## src/rtl/bfsk_pkg.sv

```systemverilog
// Shared sample/product types and constants for the BFSK delay-and-multiply discriminator.
package bfsk_pkg;

  localparam int SAMPLE_W = 8;
  localparam int PROD_W   = 16;
  localparam logic [SAMPLE_W-1:0] ZERO_LEVEL = 8'h80;

  typedef logic signed [SAMPLE_W-1:0] sample_t;
  typedef logic signed [PROD_W-1:0]   prod_t;

  // Offset-binary to two's complement: flipping the MSB recentres 0x80 onto zero.
  function automatic sample_t to_signed(input logic [SAMPLE_W-1:0] din);
    return sample_t'(din ^ ZERO_LEVEL);
  endfunction

endpackage

```

## src/rtl/bfsk_mavg.sv

```systemverilog
// Running-sum moving average over the last 2^DEPTH_S products; avg is the combinational
// next value so the caller can register it together with decisions derived from it.
module bfsk_mavg
  import bfsk_pkg::*;
#(
  parameter int DEPTH_S = 1
) (
  input  logic  clk,
  input  logic  rst,
  input  prod_t prod_r,
  output prod_t avg
);

  localparam int NTAP  = 1 << DEPTH_S;
  localparam int SUM_W = PROD_W + DEPTH_S;

  prod_t                   pdly [NTAP];
  logic signed [SUM_W-1:0] sum_r;
  logic signed [SUM_W-1:0] sum_next;
  logic signed [SUM_W-1:0] new_ext;
  logic signed [SUM_W-1:0] old_ext;

  // The sum is wide enough for NTAP full-scale products, so no saturation is needed.
  always_comb begin
    new_ext  = SUM_W'(prod_r);
    old_ext  = SUM_W'(pdly[NTAP-1]);
    sum_next = sum_r + new_ext - old_ext;
    avg      = prod_t'(sum_next >>> DEPTH_S);
  end

  always_ff @(posedge clk) begin
    if (rst) begin
      sum_r <= '0;
      for (int i = 0; i < NTAP; i++) pdly[i] <= '0;
    end else begin
      sum_r   <= sum_next;
      pdly[0] <= prod_r;
      for (int i = 1; i < NTAP; i++) pdly[i] <= pdly[i-1];
    end
  end

endmodule

```

## src/rtl/bfsk_discr.sv

```systemverilog
// Delay-and-multiply BFSK discriminator: x[n]*x[n-DEPTH_D], smoothed, with hard decision,
// valid flag and transition strobe. One sample consumed per clk edge.
module bfsk_discr
  import bfsk_pkg::*;
#(
  parameter int DEPTH_D = 20,
  parameter int DEPTH_S = 1
) (
  input  logic                     clk,
  input  logic                     rst,
  input  logic [SAMPLE_W-1:0]      din,
  output logic signed [PROD_W-1:0] dout,
  output logic                     det,
  output logic                     en,
  output logic                     sync
);

  localparam int FILL  = DEPTH_D + (1 << DEPTH_S) + 2;
  localparam int CNT_W = $clog2(FILL + 1);

  sample_t          x_r;
  sample_t          dly [DEPTH_D];
  prod_t            prod_r;
  prod_t            avg;
  logic [CNT_W-1:0] cnt;
  logic             en_next;
  logic             det_next;

  always_ff @(posedge clk) begin
    if (rst) begin
      x_r <= '0;
      for (int i = 0; i < DEPTH_D; i++) dly[i] <= '0;
    end else begin
      x_r    <= to_signed(din);
      dly[0] <= x_r;
      for (int i = 1; i < DEPTH_D; i++) dly[i] <= dly[i-1];
    end
  end

  // Full-precision 8x8 signed product; -128*-128 = 16384 still fits in 16 bits.
  always_ff @(posedge clk) begin
    if (rst) prod_r <= '0;
    else     prod_r <= prod_t'(x_r) * prod_t'(dly[DEPTH_D-1]);
  end

  bfsk_mavg #(.DEPTH_S(DEPTH_S)) u_mavg (
    .clk    (clk),
    .rst    (rst),
    .prod_r (prod_r),
    .avg    (avg)
  );

  // Decision uses the incoming en so det rises together with en and the strobe,
  // gated by the already-registered en, stays quiet on that first valid cycle.
  always_comb begin
    en_next  = en | (cnt == CNT_W'(FILL - 1));
    det_next = en_next & ~avg[PROD_W-1];
  end

  always_ff @(posedge clk) begin
    if (rst) begin
      cnt  <= '0;
      en   <= 1'b0;
      dout <= '0;
      det  <= 1'b0;
      sync <= 1'b0;
    end else begin
      if (cnt != CNT_W'(FILL)) cnt <= cnt + CNT_W'(1);
      en   <= en_next;
      dout <= avg;
      det  <= det_next;
      sync <= en & (det_next ^ det);
    end
  end

endmodule

```

## config.mk

```make
export PLATFORM = sky130hd
export DESIGN_NAME = bfsk_discr
export DESIGN_NICKNAME = d
export VERILOG_FILES = /design/src/rtl/bfsk_pkg.sv /design/src/rtl/bfsk_mavg.sv /design/src/rtl/bfsk_discr.sv
export SDC_FILE = /design/constraint.sdc
export NUM_CORES = 1
export LEC_CHECK = 0
export CELL_PAD_IN_SITES_DETAIL_PLACEMENT = 0
export CELL_PAD_IN_SITES_GLOBAL_PLACEMENT = 2
export CORE_MARGIN = 2
export CORE_UTILIZATION = 37
export CTS_CLUSTER_DIAMETER = 50
export CTS_CLUSTER_SIZE = 20
export DETAILED_ROUTE_END_ITERATION = 7
export GPL_TIMING_DRIVEN = 0
export PLACE_DENSITY_LB_ADDON = 0.25
export SYNTH_ARGS = -nofsm -noshare
export SYNTH_HDL_FRONTEND = slang
export SYNTH_HIERARCHICAL = 1
export SYNTH_SLANG_ARGS = --single-unit
```

## constraint.sdc

```tcl
create_clock -name clk -period 5.61 [get_ports clk]
set_input_delay 0.561 -clock clk [delete_from_list [all_inputs] [get_ports clk]]
set_output_delay 0.561 -clock clk [all_outputs]
set_load 0.05 [all_outputs]
```

Yosys cells after proc, flatten, opt, wreduce, memory -nomap -nowiden
Memory sizes are Yosys's and may differ from the RTL's.
Index checks and enable logic that the tools add are counted.
{"block": "word_totals", "reg_bits": 65, "ram_bits": 192, "in_bits": 10, "output_inout_bits": 19, "wordCells": 69, "memories": 2}
{"memory": "dly", "depth": 20, "width": 8, "rd": 20, "rd_ports_with_merged_regs": 0, "write_ports": 20, "line": "bfsk_discr.sv:22", "rtl": "sample_t dly [DEPTH_D];"}
{"memory": "u_mavg.pdly", "depth": 2, "width": 16, "rd": 2, "rd_ports_with_merged_regs": 0, "write_ports": 2, "line": "bfsk_mavg.sv:17", "rtl": "prod_t pdly [NTAP];"}
{"block": "classes", "addsub": 3, "n_mul": 1, "n_eq_ne": 2, "mux": 25, "bitwise_logic": 28}
{"cell": "$mux 8", "n": 20}
{"cell": "$mux 16", "n": 2}
{"cell": "$or 1x1->1", "n": 23}
{"cell": "$add 17x16->17", "n": 1}
{"cell": "$sub 17x16->17", "n": 1}
{"cell": "$mul 8x8->16", "n": 1}
{"cell": "$add 5x1->5 const B", "n": 1}
{"cell": "$eq 5x5->1 const B", "n": 1}
{"cell": "$ne 5x5->1 const B", "n": 1}
{"cell": "$mux 1", "n": 3}
{"cell": "$and 1x1->1", "n": 2}
{"cell": "$not 1->1", "n": 2}
{"cell": "$xor 1x1->1", "n": 1}

Logic depth before layout (Yosys ltp)
{"block": "depth", "ltp_word": 6, "mapped_depth": 16, "mapped_depth_nobuf": 16}

Modules after synthesis
The synthesis kept the hierarchy.
{"module": "bfsk_discr", "instances": 1, "cells_per_inst": 749, "area_per_inst_um2": 8202.9}
{"module": "bfsk_mavg", "instances": 1, "cells_per_inst": 318, "area_per_inst_um2": 2869.0}

Worst setup path after synthesis
OpenSTA, ideal clock, no wires.
{"block": "synth_path", "kind": "register -> register", "startpoint": "memory dly[9][11] in the netlist's numbering", "endpoint": "register prod_r[14]", "setup_time_ps": 62, "arrival_ps": 4061, "required_ps": 5548, "slack_ps": 1487, "stages_incl_launch_ff": 16, "n_path_buf": 0, "path_cell_list": "dfxtp_1 and2_1 fa_1 inv_1 fa_1 inv_1 fa_1 inv_1 fa_1 inv_1 ha_1 inv_1 a21oi_2 o32ai_2 or4_1 nand3_1"}
{"item": "from (decl)", "line": "bfsk_discr.sv:22"}
{"item": "to (signal assigned)", "line": "bfsk_discr.sv:43", "rtl": "else prod_r <= prod_t'(x_r) * prod_t'(dly[DEPTH_D-1]);"}
{"item": "to (decl)", "line": "bfsk_discr.sv:23", "rtl": "prod_t prod_r;"}

==> results.yml <==
global_routing:
  antenna_found_initial: 1
  grt_usage: 0.127
  grt_max_degree: 21
  overflow: 0
  grt_pass1_wl_um: 32000
  grt_pass1_vias: 6314
pwr:
  p_sw_frac: 0.264
  pwr-share-comb: 0.140
  p_sw_mw: 1.16
  internal-power_mw: 3.24
  ir_drop_uv: 240
  leakage_nw: 5.48
  power.total_mw: 4.40
  clockPowerShare: 0.432
  seq_power_share: 0.429
  powerDensity_nw_per_um2: 343
finish:
  final_cell_mix: "dfxtp_1 (257), nor2b_1 (229), inv_1 (154)"
  fillers: 2892
  final_nets: 1253
  synthToLayoutAreaGrowth_pct: 15.8
  multiInputGateArea_sq_um: 5100
  drive_gt1_frac: 0.0735
  antennaDiodeCount: 0
  register_area_sq_um: 5140
  final_common_cell: "dfxtp_1"
sta:
  fin_skew_ns: 0.0105
  slew_viol_final: 0
  maxSlewHeadroom: 0.523
  timing.final.crit_share: 0.803
  finalSetupTns_ns: 0
  grt_setup_unrepaired: "no"
  worstMarginPinSlew_ns: 0.715
  finalHoldViolCount: 0
  period_needed_ns: 4.51
  fmax_mhz: 222
  setup_violations: 0
die:
  start_util: 0.375
  die_w_um: 177
  ioPinCount: 29
  die_y_um: 177
  die-area_sq_um: 31300
  core_sq_um: 29600
  rows: 63
placement:
  gp_congestion: 0.759
  dp_hpwl_um: 14200
  io_buffer_count: 28
yosys:
  async_flop_share: 0
  synth-edff-count: 0
  ys_seq_elements: 257
  yosysWarningCount: 6
  synthCells: 1067
  ys_types: 58
  avgSynthCellArea_sq_um: 10.4
  yosys_most_used_dff: "dfxtp_1"
  seq_area_frac_synth: 0.465
  netlist_area_sq_um: 11100
  syn_nets: 1197
clock_network:
  clock_path_buffers: 3
  cts_hold_buf: 0
  cts-root-buf: "clkbuf_16"
  clk_pin_slew_worst_paths_ns: 0.07
  cts_resized: 0
  clock_sinks: 257
  clk_latency_ns: 0.54
  htreeDepth: 1
  cts_made_buffers: 26
  cts_tree: "yes"
  post_cts_buffers: 0
setup_path:
  cp-start-kind: "flip-flop"
  path_class: "reg -> reg"
  cp_data_required_time_ns: 6.07
  slowest_stage: "dfxtp_1"
  worst-endpoint-arrival_ns: 4.96
  path_max_fanout: 9
  end_kind: "flip-flop"
  cp_cell_sequence: "nand2b_1 -> fa_1 -> fa_1 -> inv_1 -> fa_1 -> inv_1 -> fa_1 -> inv_1 -> ha_1 -> a21o_2 -> a21oi_2 -> a211oi_1 -> or3_1 -> a21oi_1"
  crit_path_frequent_cell: "fa_1"
  max_stage_delay_ns: 0.56
route:
  drtIter0Drc: 251
  first_pass_iters: 4
  route.detailed.drc: 0
  post_drt_wl_per_cell_um: 12.5
  detail-route-antenna-nets: 0
  routed_wl_um: 19100
  via_per_inst: 4.24
  num_vias: 6498
job:
  cap_violations: 0
worst_hold_path:
  hold_path.class: "reg -> reg"
run_status:
  status: "finished, final reports clean"
[flip-flops by register name, summed over array words and instances (netlist names)]
signal / flops
sync: 1
u_mavg/sum_r: 17
det: 1
cnt: 5
en: 1
dly: 160
x_r: 8
prod_r: 16
dout: 16
u_mavg/pdly: 32
[critical path: cells and delay by family (launching register included)]
kind                       cells  cell delay, ns
AOI/OAI and AO/OA              4            0.73
adders and majority gates      5            2.48
buffers and inverters          3            0.15
DFF                            1            0.56
and+or+nand+nor                2            0.49
[power groups by stage]
stage | Clock [mW] | Sequential [mW] | Combinational, mW
floorplan | 0 | 1.98 | 0.438
detailed placement | 0 | 1.93 | 0.620
finish | 1.90 | 1.89 | 0.615
global placement | 0 | 1.93 | 0.616
global route | 2.04 | 1.89 | 0.680
CTS | 1.96 | 1.89 | 0.625
[final timing paths]
kind,start,endpoint,slack [ns],cells past startpoint
setup / recovery,dly[9][15],prod_r[15],1.10,14
hold / removal,dly[7][3],dly[7][11],0.43,1
setup reg to reg,dly[9][15],prod_r[15],1.10,14
hold reg to reg,dly[7][3],dly[7][11],0.43,1
[kinds of logic (layout without fill, tap and decap cells)]
kind of cell / after synthesis / after routing / synth area share
xor+xnor: 28 / 28 / 0.0221
mux: 6 / 6 / 0.00644
simple gates: 379 / 379 / 0.199
buf+inv: 203 / 279 / 0.0747
compound gates: 74 / 74 / 0.0489
fa+ha+maj: 120 / 120 / 0.184
flops: 257 / 257 / 0.465
[metrics by stage]
| stage | setup slack [ns] | util | hold WS (ns) | cell area (sq um) | cells |
|---|---|---|---|---|---|
| finish | 1.10 | 0.434 | 0.431 | 12800 | 1533 |
| global route | 0.833 | 0.434 | 0.451 | 12800 | 1533 |
| CTS | 1.03 | 0.434 | 0.434 | 12800 | 1533 |
| detailed placement | 1.10 | 0.401 | 0.420 | 11800 | 1485 |
| global placement | 1.07 | 0.401 | 0.416 | 11800 | 1485 |
| floorplan | 1.49 | - | 0.414 | 11100 | 1067 |
[area by class of cell]
cell class                 instances  area share
sequential                       257       0.401
clock buffer                      29      0.0540
clock inverter                    19      0.0224
inverter                         154      0.0451
timing repair buffer              28      0.0219
tap                              390      0.0381
buffer                            49      0.0194
multi-input combinational        607       0.398
[cell usage after synthesis (3+ instances only)]
library cell	number	area share
nand2_1	28	0.0095
a21oi_2	3	0.0024
nand2b_1	3	0.0017
fa_1	71	0.13
buf_2	4	0.0018
nor2b_1	229	0.13
xor2_1	11	0.0087
o21ai_0	8	0.0036
o21a_1	7	0.0047
nor2_1	39	0.013
o211ai_1	3	0.0020
a21oi_1	22	0.0099
mux2_1	3	0.0031
ha_1	49	0.055
clkbuf_1	27	0.0092
o21ai_1	4	0.0018
a21o_1	3	0.0020
buf_4	16	0.011
and2_1	46	0.026
xnor2_1	17	0.013
inv_1	154	0.052
or3_1	3	0.0017
nand3_1	5	0.0023
nor3_1	12	0.0054
dfxtp_1	257	0.46
a211oi_1	4	0.0027
[routing by layer]
| metal | vias to the layer above | track usage | routed length, um | share of wire |
|---|---|---|---|---|
| met3 | 22 | 0.0219 | 572 | 0.030 |
| met5 | - | 0 | 0 | 0 |
| met1 | 3056 | 0.181 | 9840 | 0.51 |
| met2 | 60 | 0.198 | 8270 | 0.43 |
| li1 | 3360 | - | - | - |
| met4 | 0 | 0.0358 | 457 | 0.024 |
Power figures use the tool's default switching activity.
==> variant (same flow settings) <==
Change the package constant `SAMPLE_W` from 8 to 9.
--- a/src/rtl/bfsk_pkg.sv
+++ b/src/rtl/bfsk_pkg.sv
@@ -1,7 +1,7 @@
 // Shared sample/product types and constants for the BFSK delay-and-multiply discriminator.
 package bfsk_pkg;
 
-  localparam int SAMPLE_W = 8;
+  localparam int SAMPLE_W = 9;
   localparam int PROD_W   = 16;
   localparam logic [SAMPLE_W-1:0] ZERO_LEVEL = 8'h80;
 
Interface: changed (resized din); port bits go from 29 to 30. The function was not compared with the original's and may differ.
==> variant against the original RTL <==
Wire length grew 7.7%; area after synthesis rose by 6.4%; count of clock-buffer cells in the layout decreased by 2; critical path type unchanged; sequential power is 7% higher; total power rose by 5.3%; worst setup slack got worse by 0.37 ns; sequential cell count increased by 21; largest power group is now sequential cells; cell area grew 5.8%; critical path depth is 2 higher; maximum frequency decreased by 7.6%.
==> variant: results (changes against the original RTL) <==
INFO  metric synth.top_cells.by_count = dfxtp_1 (278), nor2b_1 (250), inv_1 (128) (was dfxtp_1 (257), nor2b_1 (229), inv_1 (154))
INFO  metric routedWlPerCell = 13.0 µm (was 12.5 µm)
INFO  metric fillerInstances = 3061 (was 2892)
INFO  metric synthAdderAreaFrac = 19.0% (was 18.4%)
INFO  metric synth_compound_area_share = 3.96% (was 4.89%)
INFO  metric top_regs = dly: 180 flops, u_mavg/pdly: 32 flops, u_mavg/sum_r: 17 flops (was dly: 160 flops, u_mavg/pdly: 32 flops, u_mavg/sum_r: 17 flops)
INFO  metric timing.hold.worst.start = dly[4][5]$_SDFF_PP0_ (was dly[7][3]$_SDFF_PP0_)
INFO  metric regToRegStartpoint = dly[9][9]$_SDFF_PP0_ (was dly[9][15]$_SDFF_PP0_)
INFO  metric highest_ir_drop_seen_on_vdd = 0.000196 V (was 0.000240 V)
INFO  metric total_leakage_power = 5.95 nW (was 5.48 nW)
INFO  metric synth.lib_cells_used.distinct = 61 (was 58)
INFO  metric worstHoldEndpoint = dly[4][14]$_SDFF_PP0_ (was dly[7][11]$_SDFF_PP0_)
INFO  metric dpl_worst_slack = 0.719 ns (was 1.10 ns)
INFO  metric cellInternalPower = 3.36 mW (was 3.24 mW)
INFO  metric cp_data_arrival_time = 5.29 ns (was 4.96 ns)
INFO  metric final.min_clock_period = 4.88 ns (was 4.51 ns)
INFO  metric yosys-mux-area-fraction = 0.510% (was 0.644%)
INFO  metric yosysSeqAreaShare = 47.2% (was 46.5%)
INFO  metric status = finished, final reports clean (unchanged)
INFO  metric vias = 6848 (was 6498)
INFO  metric grt.total_usage = 13.1% (was 12.7%)
INFO  metric ys_top_cells_by_area = dfxtp_1 (47%), fa_1 (13%), nor2b_1 (13%) (was dfxtp_1 (46%), nor2b_1 (13%), fa_1 (13%))
INFO  metric timing.critical_path.slowest_stage_cell = fa_1 (was dfxtp_1)
INFO  metric layout.nets = 1309 (was 1253)
INFO  metric r2r_setup_slack = 0.73 ns (was 1.10 ns)
INFO  metric drive_gt1_share = 7.67% (was 7.35%)
INFO  metric cts_buffers = 27 (was 26)
INFO  metric dpl_cell_area = 12600 µm² (was 11800 µm²)
INFO  metric via_count_of_the_first_global_routing_pass = 6709 (was 6314)
INFO  metric cp_slowest_stage_delay = 0.66 ns (was 0.56 ns)
INFO  metric ff2ff_path_depth = 16 (was 14)
INFO  metric half_perimeter_wire_length_after_detailed_placement = 15200 µm (was 14200 µm)
==> variant: cell types whose count changed in the layout (fill, tap and decap cells not counted), sizes merged, moves of 4 or more <==
cell    delta
inv       -23
nor2b     +22
dfxtp     +21
nand2     +21
and2       -9
fa         +8
clkbuf     +7
nor3       -7
xor2       +5
ha         +4
o21a       -4
o21ai      -4
xnor2      +4
==> variant: power by group through the flow <==
stage	combinational, mW	sequential, mW	clock (mW)
after floorplan	0.444	2.13	0
after global placement	0.641	2.08	0
after detailed placement	0.641	2.08	0
after CTS	0.646	2.03	2.03
after global routing	0.708	2.04	2.11
final	0.639	2.03	1.96
==> variant: cell type report <==
cell class                      count  area, µm²  share of cell area (%)
Antenna cell                        1       2.50                  0.0184
Clock buffer                       27        676                    4.98
Timing Repair Buffer               28        280                    2.07
Sequential cell                   278       5570                    41.0
Buffer                             59        292                    2.15
Multi-Input combinational cell    644       5450                    40.2
Inverter                          128        480                    3.54
Clock inverter                     23        320                    2.36
Tap cell                          402        503                    3.71
==> variant: logic make-up (layout without fill, tap and decap cells) <==
family	Yosys count	count (layout)
XOR/XNOR	37	37
flip-flops	278	278
buffers and inverters	187	265
multiplexers	5	5
AO/OA/AOI/OAI	64	64
AND/OR/NAND/NOR	406	406
other	0	1
adder cells (fa/ha/maj)	132	132
==> variant: stage by stage <==
stage | instances | hold slack [ns]
2_1_floorplan | 1109 | 0.414
3_3_place_gp | 1539 | 0.416
3_5_place_dp | 1539 | 0.420
4_1_cts | 1589 | 0.424
5_1_grt | 1589 | 0.448
6_report | 1590 | 0.427
==> variant: per-layer routing <==
metal	track usage (%)	wire, µm
met2	20.9	9380
met1	18.5	10100
met3	2.04	717
met5	0	0
met4	3.45	437
